--- src/rtl/jtag_ir_controller_if.sv ---
// rtl/jtag_ir_controller_if.sv - TAP-side control and serial data bundle for the instruction register
//
// Purpose: carries the TAP controller's IR strobes, serial data in and out, and the status bits
//          that are captured into the instruction shift register.
// Signals: capture_ir, shift_ir, update_ir, tdi, ir_status[IR_WIDTH-3:0] (TAP -> IR),
//          tdo (IR -> TAP).
// Modports: master = TAP state machine side, slave = instruction register side.

interface jtag_ir_controller_if #(
  parameter int IR_WIDTH = 4
);
  logic                capture_ir;
  logic                shift_ir;
  logic                update_ir;
  logic                tdi;
  logic [IR_WIDTH-3:0] ir_status;
  logic                tdo;

  modport master (
    output capture_ir,
    output shift_ir,
    output update_ir,
    output tdi,
    output ir_status,
    input  tdo
  );

  modport slave (
    input  capture_ir,
    input  shift_ir,
    input  update_ir,
    input  tdi,
    input  ir_status,
    output tdo
  );
endinterface

--- src/rtl/jtag_ir_controller.sv ---
// rtl/jtag_ir_controller.sv - JTAG instruction register with shadow latch and one-hot scan-mode decode
//
// Purpose: IR_WIDTH-bit instruction shift register (capture/shift) feeding a shadow register
//          (update); the shadow value is decoded into exactly one scan-mode enable.
//          Unknown opcodes fall back to BYPASS and raise illegal_op.
// Ports:   clk, rst (synchronous, active-high test-logic-reset)
//          tap              - TAP-side strobes, tdi/tdo and capture status (slave modport)
//          ir_active        - current (shadow) instruction
//          bypass_en, boundary_scan_en, sample_en, idcode_en, internal_scan_en - one-hot mode select
//          illegal_op       - ir_active matches no defined opcode

module jtag_ir_controller #(
  parameter int IR_WIDTH   = 4,
  parameter int OP_EXTEST  = 0,
  parameter int OP_SAMPLE  = 1,
  parameter int OP_IDCODE  = 2,
  parameter int OP_INTSCAN = 3,
  parameter int HAS_IDCODE = 1
) (
  input  logic                  clk,
  input  logic                  rst,
  jtag_ir_controller_if.slave   tap,
  output logic [IR_WIDTH-1:0]   ir_active,
  output logic                  bypass_en,
  output logic                  boundary_scan_en,
  output logic                  sample_en,
  output logic                  idcode_en,
  output logic                  internal_scan_en,
  output logic                  illegal_op
);

  localparam logic [IR_WIDTH-1:0] EXTEST_OP  = IR_WIDTH'(OP_EXTEST);
  localparam logic [IR_WIDTH-1:0] SAMPLE_OP  = IR_WIDTH'(OP_SAMPLE);
  localparam logic [IR_WIDTH-1:0] IDCODE_OP  = IR_WIDTH'(OP_IDCODE);
  localparam logic [IR_WIDTH-1:0] INTSCAN_OP = IR_WIDTH'(OP_INTSCAN);
  localparam logic [IR_WIDTH-1:0] BYPASS_OP  = {IR_WIDTH{1'b1}};
  localparam logic                IDCODE_ON  = (HAS_IDCODE != 0);
  localparam logic [IR_WIDTH-1:0] RESET_IR   = IDCODE_ON ? IDCODE_OP : BYPASS_OP;
  // Reset value matches a capture with all-zero status: pattern 01 in the LSBs.
  localparam logic [IR_WIDTH-1:0] RESET_SR   = IR_WIDTH'(1);

  logic [IR_WIDTH-1:0] shift_reg;

  // Capture wins over shift; the 01 pattern lets a board test detect a stuck chain.
  always_ff @(posedge clk) begin
    if (rst) begin
      shift_reg <= RESET_SR;
    end else if (tap.capture_ir) begin
      shift_reg <= {tap.ir_status, 2'b01};
    end else if (tap.shift_ir) begin
      shift_reg <= {tap.tdi, shift_reg[IR_WIDTH-1:1]};
    end
  end

  // Update samples the pre-edge shift_reg, so it may coincide with capture or shift.
  always_ff @(posedge clk) begin
    if (rst) begin
      ir_active <= RESET_IR;
    end else if (tap.update_ir) begin
      ir_active <= shift_reg;
    end
  end

  assign tap.tdo = shift_reg[0];

  // Decode from the shadow register only; the if-chain guarantees one-hot enables.
  always_comb begin
    bypass_en        = 1'b0;
    boundary_scan_en = 1'b0;
    sample_en        = 1'b0;
    idcode_en        = 1'b0;
    internal_scan_en = 1'b0;
    illegal_op       = 1'b0;
    if (ir_active == EXTEST_OP) begin
      boundary_scan_en = 1'b1;
    end else if (ir_active == SAMPLE_OP) begin
      sample_en = 1'b1;
    end else if (IDCODE_ON && (ir_active == IDCODE_OP)) begin
      idcode_en = 1'b1;
    end else if (ir_active == INTSCAN_OP) begin
      internal_scan_en = 1'b1;
    end else begin
      bypass_en  = 1'b1;
      illegal_op = (ir_active != BYPASS_OP);
    end
  end

endmodule

--- src/flat_wrapper.sv ---
// flat-port wrapper written by rule: the top's interface ports become plain ports
module jtag_ir_controller_flat 
#(
  parameter int IR_WIDTH   = 4,
  parameter int OP_EXTEST  = 0,
  parameter int OP_SAMPLE  = 1,
  parameter int OP_IDCODE  = 2,
  parameter int OP_INTSCAN = 3,
  parameter int HAS_IDCODE = 1
)
  (clk, rst, ir_active, bypass_en, boundary_scan_en, sample_en, idcode_en, internal_scan_en, illegal_op, tap_capture_ir, tap_shift_ir, tap_update_ir, tap_tdi, tap_ir_status, tap_tdo);
  jtag_ir_controller_if #(.IR_WIDTH(IR_WIDTH)) tap_i ();
  input  logic clk;
  input  logic rst;
  output logic [IR_WIDTH-1:0] ir_active;
  output logic bypass_en;
  output logic boundary_scan_en;
  output logic sample_en;
  output logic idcode_en;
  output logic internal_scan_en;
  output logic illegal_op;
  input wire logic [$bits(tap_i.capture_ir)-1:0] tap_capture_ir;
  input wire logic [$bits(tap_i.shift_ir)-1:0] tap_shift_ir;
  input wire logic [$bits(tap_i.update_ir)-1:0] tap_update_ir;
  input wire logic [$bits(tap_i.tdi)-1:0] tap_tdi;
  input wire logic [$bits(tap_i.ir_status)-1:0] tap_ir_status;
  output wire logic [$bits(tap_i.tdo)-1:0] tap_tdo;
  assign tap_i.capture_ir = tap_capture_ir;
  assign tap_i.shift_ir = tap_shift_ir;
  assign tap_i.update_ir = tap_update_ir;
  assign tap_i.tdi = tap_tdi;
  assign tap_i.ir_status = tap_ir_status;
  assign tap_tdo = tap_i.tdo;
  jtag_ir_controller #(.IR_WIDTH(IR_WIDTH), .OP_EXTEST(OP_EXTEST), .OP_SAMPLE(OP_SAMPLE), .OP_IDCODE(OP_IDCODE), .OP_INTSCAN(OP_INTSCAN), .HAS_IDCODE(HAS_IDCODE)) u_core (.clk(clk), .rst(rst), .tap(tap_i), .ir_active(ir_active), .bypass_en(bypass_en), .boundary_scan_en(boundary_scan_en), .sample_en(sample_en), .idcode_en(idcode_en), .internal_scan_en(internal_scan_en), .illegal_op(illegal_op));
endmodule
--- config.mk ---
export PLATFORM = sky130hd
export DESIGN_NAME = jtag_ir_controller_flat
export DESIGN_NICKNAME = d
export VERILOG_FILES = /design/src/rtl/jtag_ir_controller_if.sv /design/src/rtl/jtag_ir_controller.sv /design/src/flat_wrapper.sv
export SDC_FILE = /design/constraint.sdc
export NUM_CORES = 1
export LEC_CHECK = 0
export ABC_AREA = 1
export BUFFER_PORTS_ARGS = -buffer_cell sky130_fd_sc_hd__buf_4
export CORE_AREA = 2 2 39 41
export DETAILED_ROUTE_END_ITERATION = 8
export DIE_AREA = 0 0 41 43
export PLACE_DENSITY = 0.59
export SETUP_SLACK_MARGIN = 0.02
export SKIP_LAST_GASP = 1
export SLEW_MARGIN = 10
export SYNTH_ARGS = -nofsm -noshare
export SYNTH_HDL_FRONTEND = slang
export SYNTH_SLANG_ARGS = --single-unit
--- constraint.sdc ---
create_clock -name clk -period 1.5 [get_ports clk]
set_input_delay 0.3 -clock clk [delete_from_list [all_inputs] [get_ports clk]]
set_output_delay 0.3 -clock clk [all_outputs]
set_load 0.05 [all_outputs]
==> out/results.ini <==
[run_status]
status = finished, final reports clean

[floorplanning]
fp.dieArea_sq_um = 1763
rows = 14
core_area_sq_um = 1384
ios = 19
fp.dieH_microns = 43
chipWidth_microns = 41
start_util = 0.2541

[detailed_routing]
drt-vias-per-instance = 4.433
num_vias = 399
drc_errors = 0
antenna_left = 0
wl_microns = 854
dr.first_iter.drc_count = 3
wl_per_cell_microns = 9.489
dr.pass1.iters = 4

[sta]
fin_crit_sh = 0.9713
period_needed_ns = 1.457
max-slew-margin-rel = 0.8848
rsz0062_at_grt = yes
holdWs_ns = 0.2413
tightest_slew_ns = 0.1727
setup_viol = 0
final.setup.tns_ns = 0
fin_ws_ns = 0.04311
report.final.slew_viol_count = 0
max_freq_mhz = 686.4
hold_viol = 0
fin_skew_ns = 0.002696

[worst_setup_path]
cp.arrival_ns = 1.16
required_ns = 1.20
start_kind = register
cp_max_fo = 5
endpoint_kind = primary output
crit_path_cell_trace = nor2_4, inv_4, nor3_4, buf_6
crit_slowest_cell = dfxtp_2
path_class = register to primary output
slowest_delay_ns = 0.34
r2r_cells = 4

[synth]
syn_area_sq_um = 351.6
yosysSeqAreaShare = 0.4555
yosys_warnings = 0
synth.avg_cell_area_sq_um = 6.761
syn-num-nets = 60
synth-seq-cells = 8
netlist_instances = 52
synth_top_area_frac = 0.4555
synth_top_area_cell = dfxtp_1
synth.area.top_cells = dfxtp_1 (46%), a21oi_1 (10%), inv_1 (9.6%)
synth.distinct_cells = 11

[clock_network]
cts_max_level = 1
clock-sinks = 8
cts-root-buf = clkbuf_4
cts_tree = done
clockBufferDepth = 2
clk_pin_slew_ns = 0.05
insertion_delay_ns = 0.26
cts_buffers = 3

[grt]
grt.met2_usage = 0.1531
grt_pass1_vias = 340
grt.overflow.total = 0
top_usage_layer = met2
grt_use_met3 = 0.03665
grt_usage = 0.1152
grt_max_degree = 9
met1_usage = 0.1311
grt_pass1_wl_microns = 1304
antenna_found_initial = 0

[power_and_ir_drop]
p_clk_frac = 0.270
intPower_mw = 0.3920
power_frac_comb = 0.337
pwr_density_cell_nw_per_um2 = 1022
seq_power_share = 0.394
peakVddDrop_uv = 444.7
p_switching_mw = 0.2305
p_leak_nw = 0.2880
total_power_mw = 0.6225
swShare = 0.3703

[final_layout]
drive_gt1_frac = 0.4459
layout.cells.non_filler = 90
mostFrequentLayoutCells = buf_4 (16), inv_1 (9), nand2_1 (7), nor2_1 (7), a21oi_1 (7)
finish.net_count = 84
syn_to_final_growth_pct = 73.31
antenna_cells = 0
nFillCells = 154
mostFrequentLayoutCell = buf_4

[placed_design]
place.port_buffers = 18
place_congestion = 0.6762
place_inst = 86
hpwlAfterDp_microns = 681.6
pre_cts_ws_ns = 0.2895

[job]
drv_cap = 0

[worst_hold_path]
min_path_cells = 2
worstHoldPathType = primary input to register

-- worst max-delay path: cells and delay by family (launching register included) --
| family | cells | cell delay, ns |
|---|---|---|
| flops | 1 | 0.34 |
| buf+inv | 2 | 0.26 |
| simple gates | 2 | 0.30 |
-- power by group through the flow --
stage / clock [mW] / combinational, mW / sequential [mW]
2_1_floorplan: 0 / 0.108 / 0.281
3_3_place_gp: 0 / 0.200 / 0.251
3_5_place_dp: 0 / 0.202 / 0.251
4_1_cts: 0.174 / 0.204 / 0.247
5_1_grt: 0.186 / 0.225 / 0.247
6_report: 0.168 / 0.210 / 0.245
-- metal layers --
metal | up-vias | share of wire | routed length, microns
met5 | - | 0 | 0
met1 | 166 | 0.40 | 341
li1 | 210 | - | -
met3 | 4 | 0.12 | 104
met4 | 0 | 0.034 | 29
met2 | 19 | 0.44 | 379
-- layout make-up --
class,count,area [sq um],area share
clock buffer,3,22.52,0.03696
inverter,10,40.04,0.06571
multi-input combinational,34,202.7,0.3326
sequential,8,170.2,0.2793
tap,16,20.02,0.03285
timing repair buffer,19,153.9,0.2526
-- timing repair --
| action | in CTS | in global routing |
|---|---|---|
| setup endpoints to repair | 1 | 4 |
| setup buffers | 0 | 1 |
| gates resized for setup | 1 | 4 |
| gates cloned | 0 | 0 |
| hold buffers | 0 | 0 |
| pin swaps | 0 | 1 |
-- cell usage after synthesis (all sizes together) --
cell type / count
a21oi: 7
o211ai: 1
nand2: 7
dfxtp: 8
inv: 10
o21ai: 4
nor2: 10
nor3: 5
-- final timing paths --
kind	from	endpoint	slack (ns)
max reg2reg	u_core.ir_active[0]	u_core.ir_active[0]	0.71
min reg2reg	u_core.shift_reg[1]	u_core.ir_active[1]	0.47
min	rst	u_core.ir_active[0]	0.24
max	u_core.ir_active[3]	boundary_scan_en	0.04
-- metrics by stage --
step	utilization	cell area, sq um
after floorplan	-	407.9
final	0.4403	609.3
after detailed placement	0.4069	563.0
after global placement	0.4069	563.0
after CTS	0.4259	589.3
after global routing	0.4403	609.3
-- logic make-up (layout without fill, tap and decap cells) --
logic type,Yosys count,count (layout),synth area share
compound gates,12,12,0.1779
buf+inv,10,32,0.1067
flops,8,8,0.4555
simple gates,22,22,0.2598
No activity file was read; power rests on OpenSTA's default activity.
